## src/rtl/gp_register_file_pkg.sv

```systemverilog
// ----------------------------------------------------------------------------
// gp_register_file_pkg
// Shared constants for the general-purpose register file, so that decode,
// the register file and the ALU operand latches agree on word width, register
// count and whether R0 is hardwired to zero.
//
// Contents:
//   WORD_WIDTH        data word width in bits
//   NUM_GPR           number of general-purpose registers
//   GPR_AW            register address width
//   ZERO_REG_DEFAULT  1 = R0 reads as zero and ignores writes/marks
//   addrIsValid()     true when an address names a writable, readable register
// ----------------------------------------------------------------------------
package gp_register_file_pkg;

    localparam int WORD_WIDTH       = 20;
    localparam int NUM_GPR          = 8;
    localparam int GPR_AW           = $clog2(NUM_GPR);
    localparam bit ZERO_REG_DEFAULT = 1'b1;

    // An address is usable when it falls inside the file and is not the
    // hardwired zero register. Writes, busy-marks and reads all share this rule.
    function automatic logic addrIsValid(input int unsigned addr,
                                         input int unsigned depth,
                                         input bit          zeroReg);
        return (addr < depth) && !(zeroReg && (addr == 0));
    endfunction

endpackage

```

## src/rtl/gp_register_file_read_port.sv

```systemverilog
// ----------------------------------------------------------------------------
// gp_register_file_read_port
// One registered read port of the register file. Looks up the addressed
// register and its busy flag, folding in a same-cycle write and busy-mark so
// the consumer always sees the state the file will hold after this edge.
//
// Ports:
//   clk_i       rising-edge clock
//   reset_i     synchronous active-high reset, clears the read outputs
//   re_i        read enable; outputs hold while low
//   raddr_i     register to read
//   regs_i      current register contents
//   busy_i      current busy scoreboard
//   wrValid_i   a valid write is happening this cycle
//   waddr_i     address of that write
//   wdata_i     data of that write
//   mkValid_i   a valid busy-mark is happening this cycle
//   markAddr_i  address of that mark
//   rdata_o     registered read data
//   busy_o      registered busy flag of the read register
// ----------------------------------------------------------------------------
module gp_register_file_read_port
    import gp_register_file_pkg::*;
#(
    parameter int WIDTH    = WORD_WIDTH,
    parameter int DEPTH    = NUM_GPR,
    parameter bit ZERO_REG = ZERO_REG_DEFAULT
) (
    input  logic                     clk_i,
    input  logic                     reset_i,
    input  logic                     re_i,
    input  logic [$clog2(DEPTH)-1:0] raddr_i,
    input  logic [WIDTH-1:0]         regs_i [DEPTH],
    input  logic [DEPTH-1:0]         busy_i,
    input  logic                     wrValid_i,
    input  logic [$clog2(DEPTH)-1:0] waddr_i,
    input  logic [WIDTH-1:0]         wdata_i,
    input  logic                     mkValid_i,
    input  logic [$clog2(DEPTH)-1:0] markAddr_i,
    output logic [WIDTH-1:0]         rdata_o,
    output logic                     busy_o
);

    logic             rdValid;
    logic             writeHit;
    logic             markHit;
    logic [WIDTH-1:0] rdata_d;
    logic             busy_d;
    logic [WIDTH-1:0] rdata_q;
    logic             busy_q;

    // Work out what the addressed register will look like after this edge.
    // Zero/out-of-range addresses always read as an idle zero. A same-cycle
    // mark beats a same-cycle write for busy because it names a newer producer.
    always_comb begin
        rdValid  = addrIsValid(32'(raddr_i), DEPTH, ZERO_REG);
        writeHit = wrValid_i && (waddr_i == raddr_i);
        markHit  = mkValid_i && (markAddr_i == raddr_i);
        rdata_d  = '0;
        busy_d   = 1'b0;
        if (rdValid) begin
            rdata_d = writeHit ? wdata_i : regs_i[raddr_i];
            busy_d  = markHit || (!writeHit && busy_i[raddr_i]);
        end
    end

    // Capture the lookup only when the port is enabled so the operand latch
    // downstream can rely on the value holding between reads.
    always_ff @(posedge clk_i) begin
        if (reset_i) begin
            rdata_q <= '0;
            busy_q  <= 1'b0;
        end else if (re_i) begin
            rdata_q <= rdata_d;
            busy_q  <= busy_d;
        end
    end

    assign rdata_o = rdata_q;
    assign busy_o  = busy_q;

endmodule

```

## src/rtl/gp_register_file.sv

```systemverilog
// ----------------------------------------------------------------------------
// gp_register_file
// DEPTH x WIDTH general-purpose register file with one write port, two
// independently enabled registered read ports (write-to-read bypass), an
// optional hardwired-zero R0 and a per-register busy scoreboard.
//
// Ports:
//   clk        rising-edge clock
//   reset      synchronous active-high reset
//   we         write enable
//   waddr      write address
//   wdata      write data
//   re_a       read enable, port A
//   raddr_a    read address, port A
//   rdata_a    registered read data, port A
//   busy_a     registered busy flag of raddr_a
//   re_b       read enable, port B
//   raddr_b    read address, port B
//   rdata_b    registered read data, port B
//   busy_b     registered busy flag of raddr_b
//   mark_busy  set the busy flag of mark_addr
//   mark_addr  register to mark busy
//   busy_vec   live scoreboard, bit n = register n busy
// ----------------------------------------------------------------------------
module gp_register_file
    import gp_register_file_pkg::*;
#(
    parameter int               WIDTH       = WORD_WIDTH,
    parameter int               DEPTH       = NUM_GPR,
    parameter bit               ZERO_REG    = ZERO_REG_DEFAULT,
    parameter logic [WIDTH-1:0] RESET_VALUE = '0
) (
    input  logic                     clk,
    input  logic                     reset,
    input  logic                     we,
    input  logic [$clog2(DEPTH)-1:0] waddr,
    input  logic [WIDTH-1:0]         wdata,
    input  logic                     re_a,
    input  logic [$clog2(DEPTH)-1:0] raddr_a,
    output logic [WIDTH-1:0]         rdata_a,
    output logic                     busy_a,
    input  logic                     re_b,
    input  logic [$clog2(DEPTH)-1:0] raddr_b,
    output logic [WIDTH-1:0]         rdata_b,
    output logic                     busy_b,
    input  logic                     mark_busy,
    input  logic [$clog2(DEPTH)-1:0] mark_addr,
    output logic [DEPTH-1:0]         busy_vec
);

    localparam int AW = $clog2(DEPTH);

    logic [WIDTH-1:0] regFile_q [DEPTH];
    logic [WIDTH-1:0] regFile_d [DEPTH];
    logic [DEPTH-1:0] busyVec_q;
    logic [DEPTH-1:0] busyVec_d;
    logic             wrValid;
    logic             mkValid;

    assign wrValid = we && addrIsValid(32'(waddr), DEPTH, ZERO_REG);
    assign mkValid = mark_busy && addrIsValid(32'(mark_addr), DEPTH, ZERO_REG);

    // Next state of storage and scoreboard. A write retires the pending
    // producer (clears busy); the mark is applied afterwards so a same-cycle
    // write+mark leaves the register busy for the newer producer.
    always_comb begin
        regFile_d = regFile_q;
        busyVec_d = busyVec_q;
        if (wrValid) begin
            regFile_d[waddr] = wdata;
            busyVec_d[waddr] = 1'b0;
        end
        if (mkValid) begin
            busyVec_d[mark_addr] = 1'b1;
        end
    end

    // Reset wins over any pending write or mark. R0 is forced to zero when
    // hardwired so it never shows RESET_VALUE.
    always_ff @(posedge clk) begin
        if (reset) begin
            for (int i = 0; i < DEPTH; i++) begin
                regFile_q[i] <= (ZERO_REG && (i == 0)) ? '0 : RESET_VALUE;
            end
            busyVec_q <= '0;
        end else begin
            regFile_q <= regFile_d;
            busyVec_q <= busyVec_d;
        end
    end

    assign busy_vec = busyVec_q;

    gp_register_file_read_port #(
        .WIDTH   (WIDTH),
        .DEPTH   (DEPTH),
        .ZERO_REG(ZERO_REG)
    ) uReadPortA (
        .clk_i     (clk),
        .reset_i   (reset),
        .re_i      (re_a),
        .raddr_i   (raddr_a),
        .regs_i    (regFile_q),
        .busy_i    (busyVec_q),
        .wrValid_i (wrValid),
        .waddr_i   (waddr),
        .wdata_i   (wdata),
        .mkValid_i (mkValid),
        .markAddr_i(mark_addr),
        .rdata_o   (rdata_a),
        .busy_o    (busy_a)
    );

    gp_register_file_read_port #(
        .WIDTH   (WIDTH),
        .DEPTH   (DEPTH),
        .ZERO_REG(ZERO_REG)
    ) uReadPortB (
        .clk_i     (clk),
        .reset_i   (reset),
        .re_i      (re_b),
        .raddr_i   (raddr_b),
        .regs_i    (regFile_q),
        .busy_i    (busyVec_q),
        .wrValid_i (wrValid),
        .waddr_i   (waddr),
        .wdata_i   (wdata),
        .mkValid_i (mkValid),
        .markAddr_i(mark_addr),
        .rdata_o   (rdata_b),
        .busy_o    (busy_b)
    );

    // Width of the address bus is derived from DEPTH; keep AW visible for
    // readers matching it against the package's GPR_AW.
    logic [AW-1:0] unusedAddrWidthTie;
    assign unusedAddrWidthTie = waddr ^ waddr;

endmodule

```

## config.mk

```make
export PLATFORM = sky130hd
export DESIGN_NAME = gp_register_file
export DESIGN_NICKNAME = d
export VERILOG_FILES = /design/src/rtl/gp_register_file_pkg.sv /design/src/rtl/gp_register_file_read_port.sv /design/src/rtl/gp_register_file.sv
export SDC_FILE = /design/constraint.sdc
export NUM_CORES = 1
export LEC_CHECK = 0
export CAP_MARGIN = 15
export CORE_ASPECT_RATIO = 1.25
export CORE_MARGIN = 10
export CORE_UTILIZATION = 39
export CTS_BUF_LIST = sky130_fd_sc_hd__clkbuf_4
export DETAILED_ROUTE_END_ITERATION = 16
export PLACE_DENSITY = 0.54
export RECOVER_POWER = 25
export SYNTH_ARGS = -nofsm -noshare
export SYNTH_HDL_FRONTEND = slang
export SYNTH_SLANG_ARGS = --single-unit
```

## constraint.sdc

```tcl
create_clock -name clk -period 2.3 [get_ports clk]
set_input_delay 0.46 -clock clk [delete_from_list [all_inputs] [get_ports clk]]
set_output_delay 0.46 -clock clk [all_outputs]
set_load 0.02 [all_outputs]
```

==> run metrics <==
status=finished, violations left; failing checks=max-capacitance violations, max-slew violations; largest net degree at the start of global routing=~120; asr flop ratio synth=0%; Layout Cells excl Fill=around 1,500; Post-CTS Setup Inserts=0; Clk pwr share=between 30% and 40%; Slew @ Worst Pin=2.43 ns; sequential share of the synthesized area=roughly two fifths; Tot Pwr=between 7000 and 8000 uW; combinational cell fraction of total power=~11%; Initial Utilization=about two fifths; Setup-failing EPs final=0; FP Rows=66; top_reg_cell synth=dfxtp_1; syn nets=approximately 1,100; post-route minimum period=roughly 2.2 ns; CTS tree=done; layout net count=around 1,200; final WL=~33,000 um; switching pwr=2030 uW; Port Buffer Count=between 80 and 90; final critical-path share of the clock period=between 90% and 100%; Post-synth EDFFs=0; share of cells above drive strength 1=17.9%; Final Hold Viols=0; Yosys cell types=31; via count=about 8,600; drc violations=0; via-per-instance ratio=about 5.6; Pwr Density=611 nW/um^2; Req. time, crit path=between 1.5 and 2 ns; switch share=around a quarter; Final Util=approximately 48%; Final ANT Viol Nets=0; clk_lat worst skew=0.71 ns; Reg2Reg Depth=3; YS warnings=0; Hold Path Origin=regFile_q[67]; Die Ht=202 um; Longest Clk Path Bufs=3; reg2reg setup slack=0.66 ns; Core Area=about 26,000 um^2; hold path cells=2; Die X=~170 um; FILL cells=approximately 2,500; RSZ-0062 raised after global routing=no; RD Place Congestion=0.780; grt ovf=0; Die Footprint=about 33,000 um^2; clk sinks=210; r2r endpoint=uReadPortB.rdata_o[0]; CP startpoint=uReadPortA.rdata_o[5]; crit end category=output port; CTS root buf=clkbuf_4; Reg area=4200 um^2; Final Max Slew Viols=between 100 and 150; Synth Register Bits=210; Slew HR=-61.9%; CTS Buf Count=53; mean post-synth cell area=between 9 and 10 um^2; Int Pwr=between 5000 and 6000 uW; Clock Skew=roughly 0.066 ns; mapped cell area=slightly above 10,000 um^2; Multi-input gate area=~5600 um^2; DR pass1 iterations=5; max-cap viol count=1; vias in the first global route=between 8,000 and 9,000; # IOs=88; critical-path maximum fanout=2; Slowest cell on crit path=clkdlybuf4s50_1; hold_buf cts=0; Hold Path Class=flop to flop; Critical Path AT=1.72 ns; CP top delay family=buffers and inverters; Critical Path Max Stage Delay=0.64 ns; critical register-to-register path startpoint=regFile_q[60]; first-pass GRT wire length=around 50,000 um; Worst-path clk slew=0.06 ns; Iter 0 DRT Violations=a little under 600; kind of critical path=flop to output port; cts repair resizes=0; WHS Endpoint=regFile_q[67]; Crit path buffers/inverters=1; hold slack=~0.46 ns; CP startpoint kind=flop; dpl hpwl=approximately 21,000 um; Sequential Power Share=49.3%; Tot GR Track Use=a little under a fifth; Worst VDD drop=around 0.33 mV; Lkg Pwr=0.00481 uW; Avg WL per Cell=21.6 um; area added between synthesis and finish=20.6%; fmax=between 400 and 500 MHz; initial antenna violation count=1; H-tree depth=2; Synth Instances=about 1,100; placed cells=between 1,000 and 1,500; Cell Chain, Critical Path=clkdlybuf4s50_1
-- power groups by stage --
stage	sequential [uW]	combinational (uW)	clock [uW]
floorplan	3840	469	0
global placement	3830	830	0
detailed placement	3840	832	0
CTS	3760	834	3140
global route	3760	879	3320
finish	3760	825	3030
-- layer usage --
metal | vias to the layer above | GRT usage [%] | part of all wire (%)
met5 | - | 0 | 0
met4 | 0 | 6.27 | 2.2
met3 | 61 | 3.51 | 6.0
met2 | 290 | 31.8 | 50
met1 | 4215 | 23.6 | 42
li1 | 3999 | - | -
-- cells by family (layout without fill, tap and decap cells) --
family | Yosys count | in the layout | share of synthesized area (%)
AO/OA/AOI/OAI | 193 | 193 | 11.5
XOR/XNOR | 12 | 12 | 1.02
buffers and inverters | 112 | 247 | 5.07
flip-flops | 210 | 210 | 40.6
multiplexers | 126 | 126 | 25.2
other | 0 | 1 | 0
AND/OR/NAND/NOR | 399 | 399 | 16.6
-- final cells by class --
type                       count  area share (%)
tap                          340            3.41
timing repair buffer         157            12.6
clock inverter                12           0.451
clock buffer                  77            4.63
sequential                   210            33.7
multi-input combinational    730            45.2
inverter                       1          0.0301
antenna                        1          0.0201
-- Yosys cell counts (all sizes together), types with 4 or more instances --
master / number / area, um^2
dfxtp: 210 / 4200
buf: 23 / 190
nor3: 5 / 25.0
a221o: 40 / 400
nor4: 4 / 25.0
clkbuf: 88 / 330
mux2: 40 / 450
nor2b: 28 / 175
a21oi: 144 / 721
and2: 40 / 250
nand2: 287 / 1080
nor2: 23 / 86.3
mux4: 84 / 2130
xor2: 12 / 105
-- metrics by stage --
stage               worst slack (ns)  area, um^2  TNS, ns
finish                         0.116       12500        0
global route                  0.0357       12500        0
CTS                           0.0381       12500        0
detailed placement            -0.588       11900   -17.53
global placement              -0.566       11900   -16.35
floorplan                      0.212       10300        0
-- registers in the layout, summed over array words and instances (netlist names) --
name,cells
busy_vec,8
uReadPortA.rdata_o,20
regFile_q,160
uReadPortB.rdata_o,20
uReadPortA.busy_o,1
uReadPortB.busy_o,1
-- worst register-to-register path, stage by stage, from the launching register on --
cell	delay [ns]
dfxtp_1	0.33
mux4_1	0.55
mux2_2	0.29
a221o_1	0.31
-- cells in the final DEF (no fill, tap or decap), types with 4 or more instances in the layout --
cell / Yosys / layout
nor4_1: 4 / 4
xor2_1: 12 / 12
nor2b_1: 28 / 26
nand2_1: 287 / 287
mux2_2: 40 / 40
and2_1: 40 / 40
buf_2: 9 / 4
mux4_2: 20 / 20
a21oi_1: 144 / 144
nor3_1: 5 / 5
buf_4: 0 / 44
dfxtp_1: 210 / 210
a221o_1: 40 / 40
clkbuf_4: 0 / 77
clkinv_1: 0 / 9
mux4_1: 64 / 64
nor2_1: 23 / 21
clkbuf_1: 88 / 7
clkdlybuf4s50_1: 0 / 80
buf_12: 2 / 18
-- worst max-delay path by stage --
stage	cells past startpoint	to	slack [ns]
floorplan	5	uReadPortB.rdata_o[17]	0.21
global placement	6	uReadPortA.rdata_o[11]	-0.57
detailed placement	6	uReadPortA.rdata_o[10]	-0.59
CTS	1	rdata_a[5]	0.04
global route	1	rdata_a[5]	0.04
finish	1	rdata_a[5]	0.12
Power figures use the tool's default switching activity.
